**src/rtl/pipeline_ctrl.sv**
```systemverilog
// -----------------------------------------------------------------------------
// pipeline_ctrl
//   Hazard and stall controller for a five-stage in-order pipeline. It handles
//   data-memory wait states (with a timeout), load-use stalls and taken-branch
//   flushes, and drives the pipeline register enables, flushes and bubble.
//
// Parameters
//   MEM_TIMEOUT      max cycles spent waiting for dmem_ack (1..255)
//
// Optional feature macro
//   PIPE_PERF_CNT_EN when defined, stall_cycles / flush_count count events;
//                    otherwise both ports are tied to zero.
//
// Ports
//   clock, reset                 clock, synchronous active-high reset
//   id_rs1, id_rs2               source registers of the instruction in ID
//   ex_rd, ex_mem_read           destination / load flag of the instruction in EX
//   ex_branch_taken              branch or jump in EX resolved as taken
//   mem_mem_read, mem_mem_write  instruction in MEM is a load / store
//   dmem_ack                     data memory completes the access this cycle
//   pc_write .. mem_wb_write     pipeline register load enables
//   if_id_flush, id_ex_flush     load a NOP into IF/ID, ID/EX
//   mem_wb_bubble                load a NOP into MEM/WB
//   dmem_req                     data memory access request
//   mem_err                      sticky timeout flag
//   stall_cycles, flush_count    performance counters
// -----------------------------------------------------------------------------
module pipeline_ctrl #(
   parameter int unsigned MEM_TIMEOUT = 255
) (
   input  logic        clock,
   input  logic        reset,
   input  logic [4:0]  id_rs1,
   input  logic [4:0]  id_rs2,
   input  logic [4:0]  ex_rd,
   input  logic        ex_mem_read,
   input  logic        ex_branch_taken,
   input  logic        mem_mem_read,
   input  logic        mem_mem_write,
   input  logic        dmem_ack,
   output logic        pc_write,
   output logic        if_id_write,
   output logic        id_ex_write,
   output logic        ex_mem_write,
   output logic        mem_wb_write,
   output logic        if_id_flush,
   output logic        id_ex_flush,
   output logic        mem_wb_bubble,
   output logic        dmem_req,
   output logic        mem_err,
   output logic [31:0] stall_cycles,
   output logic [31:0] flush_count
);

   localparam logic [0:0] ST_RUN      = 1'b0;
   localparam logic [0:0] ST_MEM_WAIT = 1'b1;

   localparam logic [7:0] TIMEOUT_LAST = 8'(MEM_TIMEOUT - 1);

   logic [0:0] state_reg, state_next;
   logic [7:0] wait_cnt_reg, wait_cnt_next;
   logic       mem_err_reg, mem_err_next;

   logic mem_access;
   logic ack_missing;
   logic timeout;
   logic mem_stall;
   logic load_use;

   // Request / stall qualification
   always_comb begin
      mem_access  = mem_mem_read | mem_mem_write;
      dmem_req    = !reset && ((state_reg == ST_RUN && mem_access) || state_reg == ST_MEM_WAIT);
      // dmem_ack is only meaningful while a request is outstanding
      ack_missing = dmem_req && !dmem_ack;
      timeout     = dmem_req && (state_reg == ST_MEM_WAIT) && !dmem_ack &&
                    (wait_cnt_reg == TIMEOUT_LAST);
      // The timeout cycle releases the pipeline, so it is not a stall cycle
      mem_stall   = ack_missing && !timeout;
      load_use    = ex_mem_read && (ex_rd != 5'd0) &&
                    ((ex_rd == id_rs1) || (ex_rd == id_rs2));
   end

   // Pipeline control outputs, priority: mem stall > branch > load-use > normal
   always_comb begin
      pc_write      = 1'b0;
      if_id_write   = 1'b0;
      id_ex_write   = 1'b0;
      ex_mem_write  = 1'b0;
      mem_wb_write  = 1'b0;
      if_id_flush   = 1'b0;
      id_ex_flush   = 1'b0;
      mem_wb_bubble = 1'b0;
      if (!reset) begin
         if (mem_stall) begin
            // Freeze the front, drain a NOP into WB; flushes wait for release
            mem_wb_write  = 1'b1;
            mem_wb_bubble = 1'b1;
         end else begin
            pc_write      = 1'b1;
            if_id_write   = 1'b1;
            id_ex_write   = 1'b1;
            ex_mem_write  = 1'b1;
            mem_wb_write  = 1'b1;
            // A timed-out access has no valid data to write back
            mem_wb_bubble = timeout;
            if (ex_branch_taken) begin
               if_id_flush = 1'b1;
               id_ex_flush = 1'b1;
            end else if (load_use) begin
               pc_write    = 1'b0;
               if_id_write = 1'b0;
               id_ex_flush = 1'b1;
            end
         end
      end
   end

   // FSM and wait counter
   always_comb begin
      state_next    = state_reg;
      wait_cnt_next = wait_cnt_reg;
      mem_err_next  = mem_err_reg;
      case (state_reg)
         ST_RUN: begin
            if (ack_missing) begin
               state_next    = ST_MEM_WAIT;
               wait_cnt_next = 8'd0;
            end
         end
         default: begin
            if (dmem_ack) begin
               state_next = ST_RUN;
            end else if (timeout) begin
               state_next   = ST_RUN;
               mem_err_next = 1'b1;
            end else begin
               wait_cnt_next = wait_cnt_reg + 8'd1;
            end
         end
      endcase
   end

   always_ff @(posedge clock) begin
      if (reset) begin
         state_reg    <= ST_RUN;
         wait_cnt_reg <= 8'd0;
         mem_err_reg  <= 1'b0;
      end else begin
         state_reg    <= state_next;
         wait_cnt_reg <= wait_cnt_next;
         mem_err_reg  <= mem_err_next;
      end
   end

   assign mem_err = mem_err_reg;

`ifdef PIPE_PERF_CNT_EN
   logic [31:0] stall_cycles_reg;
   logic [31:0] flush_count_reg;
   logic        stall_evt;
   logic        flush_evt;

   // Events are counted only when they actually take effect on the pipeline
   assign stall_evt = mem_stall || (!ex_branch_taken && load_use);
   assign flush_evt = !mem_stall && ex_branch_taken;

   always_ff @(posedge clock) begin
      if (reset) begin
         stall_cycles_reg <= 32'd0;
         flush_count_reg  <= 32'd0;
      end else begin
         if (stall_evt) stall_cycles_reg <= stall_cycles_reg + 32'd1;
         if (flush_evt) flush_count_reg  <= flush_count_reg + 32'd1;
      end
   end

   assign stall_cycles = stall_cycles_reg;
   assign flush_count  = flush_count_reg;
`else
   assign stall_cycles = 32'd0;
   assign flush_count  = 32'd0;
`endif

endmodule

```
**config.mk**
```make
export PLATFORM = sky130hd
export DESIGN_NAME = pipeline_ctrl
export DESIGN_NICKNAME = d
export VERILOG_FILES = /design/src/rtl/pipeline_ctrl.sv
export SDC_FILE = /design/constraint.sdc
export NUM_CORES = 1
export LEC_CHECK = 0
export CORE_ASPECT_RATIO = 1.1
export CORE_UTILIZATION = 37
export CTS_CLUSTER_DIAMETER = 150
export CTS_CLUSTER_SIZE = 8
export DETAILED_ROUTE_END_ITERATION = 8
export PLACE_DENSITY = 0.88
export SLEW_MARGIN = 10
export SYNTH_ARGS = -nofsm -noshare
export SYNTH_HDL_FRONTEND = slang
export SYNTH_SLANG_ARGS = --single-unit
export TNS_END_PERCENT = 30
```
**constraint.sdc**
```tcl
create_clock -name clock -period 2.7 [get_ports clock]
set_clock_uncertainty 0.05 [all_clocks]
set_input_delay 0.405 -clock clock [delete_from_list [all_inputs] [get_ports clock]]
set_output_delay 0.405 -clock clock [all_outputs]
set_load 0.05 [all_outputs]
```
# --- Word level (Yosys, flattened, before mapping) ---
# Index checks and enable logic that the tools add are counted.
totals:
  regBits: 10
  out_inout_bits: 74
  input_bits: 22
classes:
  muxes: 24
  n_addsub: 1
  n_eq_ne: 5
  n_bitwise: 3
  n_reduce_logical: 18
ops:
  columns: ["op", "count"]
  rows:
  - ["8-bit 2-to-1 mux", 4]
  - ["1-bit 2-to-1 mux", 20]
  - ["5-bit == test", 2]
  - ["1-bit logical AND", 9]
  - ["8-bit by 1-bit adder with 8-bit output (second input constant)", 1]
  - ["8-bit == test (second input constant)", 1]
  - ["3-bit AND reduction", 2]
  - ["5-bit nonzero test", 1]
  - ["2-bit != test (second input constant)", 2]
  - ["1-bit logical NOT", 3]
  - ["1-bit logical OR", 2]
  - ["1-bit NOT", 2]
  - ["2-bit nonzero test", 1]
  - ["1-bit bitwise OR", 1]

# --- Depth between registers and ports, before layout ---
# Gate-level depths: netlist (run 1).
logic_depth:
  word_depth: 11
  mapped_depth: 7

# --- Worst setup path after synthesis (run 1) ---
# Ideal clock, no wire load.
synth_path:
  path_type: "register to output"
  start: "register wait_cnt_reg[0]"
  end: "output id_ex_flush"
  path_slack_ns: 0.235
  path_buffers: 0
  t_required_ns: 2.245
  stages_incl_launch_ff: 7
  arrival_ns: 2.010
  cell_sequence: "dfxtp_1 > inv_1 > ha_1 > nand4b_4 > nor3_4 > nor2_2 > o41ai_2"
synth_via:
  elab_chain_cells: 6
synth_lines:
  columns: ["item", "line", "source"]
  rows:
  - ["start, declared", "61", "logic [7:0] wait_cnt_reg, wait_cnt_next;"]
  - ["start signal, assigned", "151", "wait_cnt_reg <= wait_cnt_next;"]
  - ["8-bit == test", "77", "(wait_cnt_reg == TIMEOUT_LAST);"]
  - ["1-bit logical AND", "76", "timeout = dmem_req && (state_reg == ST_MEM_WAIT) && !dmem_ack &&"]
  - ["1-bit logical NOT", "79", "mem_stall = ack_missing && !timeout;"]
  - ["1-bit logical AND", "79", null]
  - ["1-bit 2-to-1 mux", "95", "if (mem_stall) begin"]
  - ["1-bit 2-to-1 mux", "94", "if (!reset) begin"]
  - ["end, declared", "47", "output logic id_ex_flush,"]
# No other way between the ends.

# --- Worst setup path after layout (run 1) ---
layout_path:
  start: "input ex_rd[1]"
  end: "output if_id_write"
layout_via:
  elab_chain_cells: 7
layout_lines:
  columns: ["item", "line", "source"]
  rows:
  - ["start, declared", "35", "input logic [4:0] ex_rd,"]
  - ["5-bit == test / 5-bit nonzero test (equally long branches)", "81, 80", null]
  - ["1-bit logical OR / 1-bit logical AND (equally long branches)", "81, 80", null]
  - ["1-bit logical AND (*)", "80", "load_use = ex_mem_read && (ex_rd != 5'd0) &&"]
  - ["1-bit 2-to-1 mux (*)", "110", "end else if (load_use) begin"]
  - ["1-bit 2-to-1 mux (*)", "107", "if (ex_branch_taken) begin"]
  - ["1-bit 2-to-1 mux (*)", "95", null]
  - ["1-bit 2-to-1 mux (*)", "94", null]
  - ["end, declared", "42", "output logic if_id_write,"]
# Mark *: on every way between the ends. The rest lies on a longest branch, timed or not.

==> impl_results.md, run 1 <==
- Static leakage: 0.694 nW
- Comb power frac: 0.567
- Post-Syn Area: 1250 µm²
- Drt wl/cell: 9.99 µm
- # nets final: 214
- Overall global routing resource usage: 0.126
- Synth area leader: buf_4
- Worst-skew pair later-pin latency: 0.26 ns
- Failing checks: design-rule violations
- Final HPWL DP: 1.92 mm
- # DRC: 2
- Synth Area per Inst: 7.97 µm²
- Slew HR: 0.663
- Initial antenna violation count: 0
- Clk root buf: clkbuf_4
- First DRT Iteration DRCs: 8
- Max VDD drop: between 150 and 200 µV
- Clock power share: 0.173
- Initial Utilization: 0.400
- Reg-to-reg startpoint: state_reg$_SDFF_PP0_
- Top post-synthesis cells by area: buf_4 40%, dfxtp_1 16%, xor2_1 7.0%
- WS Path Type: in2out
- CTS buffer count: 3
- Worst setup endpoint: if_id_write
- Top FF cell, synth: dfxtp_1
- Status: complete, but fails checks
- Async S/R FF share, synth: 0
- Min cycle time layout: 2.56 ns
- Deepest clock path buffer count: 2
- Hold WC Path Type: reg2reg
- Worst EP arrival: roughly 2.1 ns
- Switch Pwr: 0.317 mW
- Fmax: ~0.4 GHz
- Vias/cell: 4.35
- PwrDens: about 410 nW/µm²
- Fin cells: ~220
- Input/output buffers: 31
- # diodes: 0
- WP data required: 2.25 ns
- RSZ-0062 raised after global routing: no
- Global route overflow: 0
- Synth warnings: 0
- RR Endpoint: wait_cnt_reg[6]$_SDFFE_PP0P_
- Sequential share of power: 0.260
- Setup TNS: 0 ns
- Seq/Total Area, Yosys: 0.160
- Number of detailed-route iterations in the first pass: 6
- Fin. max-slew vios: 0
- Layout cells sized above 1: 0.122
- Crit path max fanout: 3
- Horiz. Die Dim: 57.4 µm
- Cts hold-fix bufs: 0
- CTS tree: done
- Crit path launch type: input port
- Placed cells: approximately 220
- Number of synthesized flops with an enable pin: 0
- Max reg flops: 8
- Die Y: 63.0 µm
- Max cap viols: 0
- Mapped Cells: 157
- Switching share of power: 0.538
- Postcts setup bufs: 0
- Part of the cycle the worst path needs: 0.947
- Clk slew on worst S/H paths: 0.06 ns
- Area Overhead vs Synth: 14.7%
- Row count: 21
- Synthesized flop and latch total: 10
- Antenna-violating nets left: 0
- CTS resizes: 0
- Routability Congestion: 0.822
- R2R cell count: 5
- Synth unique cells: 38
- Endpoints failing setup: 0
- DR vias: ~970
- Most common cell in the netlist: buf_4
- First-pass GRT wire length: 3.57 mm
- Core ar.: approximately 3100 µm²
- Sink Count: 10
- Routed wire length: 2.22 mm
- Htree depth: 1
- Crit. End Element: primary output
- Setup crit start: ex_rd[1]
- Largest net degree at the start of global routing: 12
- Post-synth top area share: 0.396
- Vias in the first global route: about 900
- Internal: 0.272 mW
- Worst Tran Pin Value: just over 0.5 ns
- I/O pins: between 90 and 100
- FF-to-FF setup slack: 1.00 ns
- Die area: 3620 µm²
- Final Hold Viols: 0
- Top post-synthesis cells by count: 66 x buf_4, 10 x dfxtp_1, 10 x xor2_1
[metrics by stage]
step | hold WS, ns | instance area (µm²) | utilization | total power, mW | setup WS [ns]
finish | 0.422 | 1440 | 0.459 | 0.589 | 0.142
global route | 0.507 | 1440 | 0.459 | 0.615 | 0.0834
CTS | 0.430 | 1440 | 0.459 | 0.594 | 0.141
detailed placement | 0.415 | 1410 | 0.452 | 0.490 | 0.150
global placement | 0.408 | 1410 | 0.452 | 0.487 | 0.189
floorplan | 0.438 | 1490 | - | 0.488 | 0.235
[layout make-up]
| class | instances | area [µm²] |
|---|---|---|
| Multi-Input combinational cell | 136 | 753 |
| Tap cell | 34 | 42.5 |
| Timing Repair Buffer | 34 | 398 |
| Inverter | 5 | 18.8 |
| Sequential cell | 10 | 200 |
| Clock buffer | 3 | 22.5 |
| Fill cell | 307 | 1690 |
[worst min-delay path by stage]
stage / from / endpoint / slack, ns / cells past startpoint
3_5_place_dp: mem_err$_SDFFE_PP0P_ / mem_err$_SDFFE_PP0P_ / 0.41 / 2
4_1_cts: mem_err$_SDFFE_PP0P_ / mem_err$_SDFFE_PP0P_ / 0.43 / 2
2_1_floorplan: wait_cnt_reg[1]$_SDFFE_PP0P_ / wait_cnt_reg[1]$_SDFFE_PP0P_ / 0.44 / 2
5_1_grt: mem_err$_SDFFE_PP0P_ / mem_err$_SDFFE_PP0P_ / 0.51 / 2
3_3_place_gp: mem_err$_SDFFE_PP0P_ / mem_err$_SDFFE_PP0P_ / 0.41 / 2
6_report: mem_err$_SDFFE_PP0P_ / mem_err$_SDFFE_PP0P_ / 0.42 / 2
[logic make-up after synthesis]
family | Yosys count | share of synthesized area
buffers and inverters | 74 | 0.427
xor gates and xnor gates | 10 | 0.0700
AOI/OAI and AO/OA | 23 | 0.130
DFF | 10 | 0.160
other | 1 | 0.00300
adders and majority gates | 2 | 0.0200
and+or+nand+nor | 37 | 0.190
[critical path, cell delays in order]
cell	delay, ns
clkdlybuf4s50_1	0.46
or4_1	0.54
o21ai_1	0.22
o32a_1	0.30
buf_12	0.17
[cells in the final DEF, fill, tap and decap left out, types with 2 or more instances in the layout]
cell type        count
ha_1                 2
inv_1                5
clkbuf_4             3
nand3_1              4
o221ai_1             2
o21ai_0              5
a21oi_1              4
conb_1              64
nor3_1               2
clkdlybuf4s50_1     22
buf_12               7
nor2_1               8
dfxtp_1             10
xor2_1              10
a31oi_1              3
a311oi_1             2
nand2_1              6
buf_4                5
or3_1                5
[per-layer routing]
layer  GRT usage  up-vias  share of wire
met5           0        -              0
li1            -      466              -
met1       0.122      440           0.33
met2       0.231       53           0.55
met3      0.0414        7          0.094
met4      0.0671        0          0.018
[power groups by stage]
stage / combinational (mW) / sequential, mW / clock [mW]
4_1_cts: 0.334 / 0.153 / 0.107
5_1_grt: 0.347 / 0.153 / 0.116
2_1_floorplan: 0.335 / 0.154 / 0
3_3_place_gp: 0.331 / 0.156 / 0
3_5_place_dp: 0.333 / 0.156 / 0
6_report: 0.334 / 0.153 / 0.102
Power figures use the tool's default switching activity.
==> run 2, diff against run 1 <==
--- a/config.mk
+++ b/config.mk
@@ -5,11 +5,11 @@
 export SDC_FILE = /design/constraint.sdc
 export NUM_CORES = 1
 export LEC_CHECK = 0
-export CORE_ASPECT_RATIO = 1.1
 export CORE_UTILIZATION = 37
 export CTS_CLUSTER_DIAMETER = 150
 export CTS_CLUSTER_SIZE = 8
 export DETAILED_ROUTE_END_ITERATION = 8
+export GPL_TIMING_DRIVEN = 0
 export PLACE_DENSITY = 0.88
 export SLEW_MARGIN = 10
 export SYNTH_ARGS = -nofsm -noshare
==> run 2 against run 1 <==
  * The run now ends clean
  * Clock power is 35% higher
  * Combinational power up 19%
  * Cell count up 35%
  * Worst setup slack got worse by 0.046 ns
  * Sequential cell count unchanged
  * Via count up 18%
  * Critical path type unchanged
  * Critical endpoint is now id_ex_flush
  * Largest cell class is now buffers
==> impl_results.md, run 2 (same netlist as run 1, synthesis figures left out) <==
- Endpoints failing setup: 0
- # diodes: 0
- Met3 WL: 264 µm
- Deepest clock path buffer count: 2
- Initial antenna violation count: 0
- Sink Count: 10
- Comb power frac: 0.578
- Commonest cells after routing, fill and taps aside: 69 x buf_4, 64 x conb_1, 24 x clkdlybuf4s50_1
- WL met2: 1.50 mm
- Postcts setup bufs: 0
- Largest net degree at the start of global routing: 11
- Min cycle time layout: 2.60 ns
- Worst-skew pair later-pin latency: between 0.2 and 0.3 ns
- Number of detailed-route iterations in the first pass: 4
- Final Util: 0.597
- Clock power share: 0.201
- Placed cell area: 1850 µm²
- Static leakage: roughly 1.0 nW
- Cts hold-fix bufs: 0
- Most common cell after layout, fill and taps aside: buf_4
- Die area: 3620 µm²
- Area Overhead vs Synth: 49.2%
- Slew HR: 0.651
- Clk root buf: clkbuf_4
- PwrDens: 367 nW/µm²
- Horiz. Die Dim: 60.2 µm
- First DRT Iteration DRCs: 19
- Fillers: approximately 300
- WS Path Type: in2out
- Switching share of power: 0.487
- Global route overflow: 0
- Fmax: between 0.3 and 0.4 GHz
- Worst EP arrival: 2.15 ns
- Met1 WL: 903 µm
- Hold WC Path Type: reg2reg
- WP data required: 2.25 ns
- Crit path max fanout: 5
- Vias/cell: approximately 3.8
- Routed wire length: 2.70 mm
- Fin. max-slew vios: 0
- Antenna-violating nets left: 0
- Final Hold Viols: 0
- Part of the cycle the worst path needs: 0.964
- I/O pins: 96
- Row count: 20
- Htree depth: 1
- Input/output buffers: 31
- Clk slew on worst S/H paths: 0.07 ns
- Worst Tran Pin Value: 0.522 ns
- Drt wl/cell: 9.02 µm
- Core ar.: 3130 µm²
- Die Y: 60.2 µm
- Layout cells sized above 1: 0.341
- Final HPWL DP: 2.38 mm
- Highest routed layer: met4
- CTS buffer count: 3
- Routability Congestion: around 0.77
- First-pass GRT wire length: 4.33 mm
- Crit path launch type: input port
- Register Area: roughly 200 µm²
- Max VDD drop: between 150 and 200 µV
- Internal: ~0.35 mW
- DR vias: 1140
- Sequential share of power: 0.220
- Crit. End Element: primary output
- Status: completed
- Initial Utilization: 0.400
- CTS tree: done
- Area occupied by multi-input gates: about 750 µm²
- Vias in the first global route: 967
- Max cap viols: 0
- Max reg flops: 8
- # nets final: 280
- # DRC: 0
- RSZ-0062 raised after global routing: no
- Switch Pwr: between 0.3 and 0.4 mW
- Fin area: between 1500 and 2000 µm²
- Overall global routing resource usage: 0.159
run 2: cell count changes in the layout (fill, tap and decap cells not counted), sizes merged:
cell,before,now
dlygate4sd2,0,1
clkbuf,3,7
clkdlybuf4s50,22,24
buf,12,72
run 2: power by group through the flow:
stage                     clock [mW]  combinational (mW)  sequential [mW]
final                          0.138               0.396            0.151
after global routing           0.150               0.415            0.151
after CTS                      0.142               0.392            0.151
after detailed placement           0               0.396            0.154
after global placement             0               0.394            0.154
after floorplan                    0               0.335            0.154
run 2: critical path: stages:
cell	delay, ns
clkdlybuf4s50_1	0.52
nand4b_4	0.26
nor3_4	0.28
nor2_2	0.09
o41ai_2	0.33
buf_4	0.26
run 2: final timing paths:
kind	from	to	slack [ns]	cells past startpoint
max reg2reg	wait_cnt_reg[0]$_SDFFE_PP0P_	wait_cnt_reg[5]$_SDFFE_PP0P_	1.10	6
min reg2reg	mem_err$_SDFFE_PP0P_	mem_err$_SDFFE_PP0P_	0.43	2
min	mem_err$_SDFFE_PP0P_	mem_err$_SDFFE_PP0P_	0.43	2
max	reset	id_ex_flush	0.1	6
run 2: stage by stage:
| step | setup WS (ns) | TNS (ns) | total power, mW | hold slack (ns) | std cells |
|---|---|---|---|---|---|
| CTS | 0.0117 | 0 | 0.684 | 0.445 | 299 |
| finish | 0.0961 | 0 | 0.685 | 0.432 | 299 |
| floorplan | 0.235 | 0 | 0.488 | 0.438 | 220 |
| global route | 0.00955 | 0 | 0.716 | 0.486 | 299 |
| detailed placement | -0.526 | -2.50 | 0.550 | 0.424 | 295 |
| global placement | -0.503 | -2.32 | 0.548 | 0.407 | 295 |
run 2: final cells by class:
cell class	count	share of cell area
Buffer	69	0.277
Clock buffer	4	0.0194
Inverter	5	0.0101
Multi-Input combinational cell	136	0.403
Sequential cell	10	0.107
Tap cell	44	0.0295
Timing Repair Buffer	31	0.153
run 2: layer usage:
| metal | vias to the layer above | global-route usage |
|---|---|---|
| li1 | 597 | - |
| met3 | 4 | 0.0563 |
| met1 | 484 | 0.157 |
| met4 | 0 | 0.0432 |
| met2 | 55 | 0.306 |
| met5 | - | 0 |
run 2: what timing repair did:
item                       in CTS  in global routing
pin swaps                       0                  0
gates resized for setup        19                  7
hold endpoints to repair        0                  0
setup endpoints to repair       7                  4
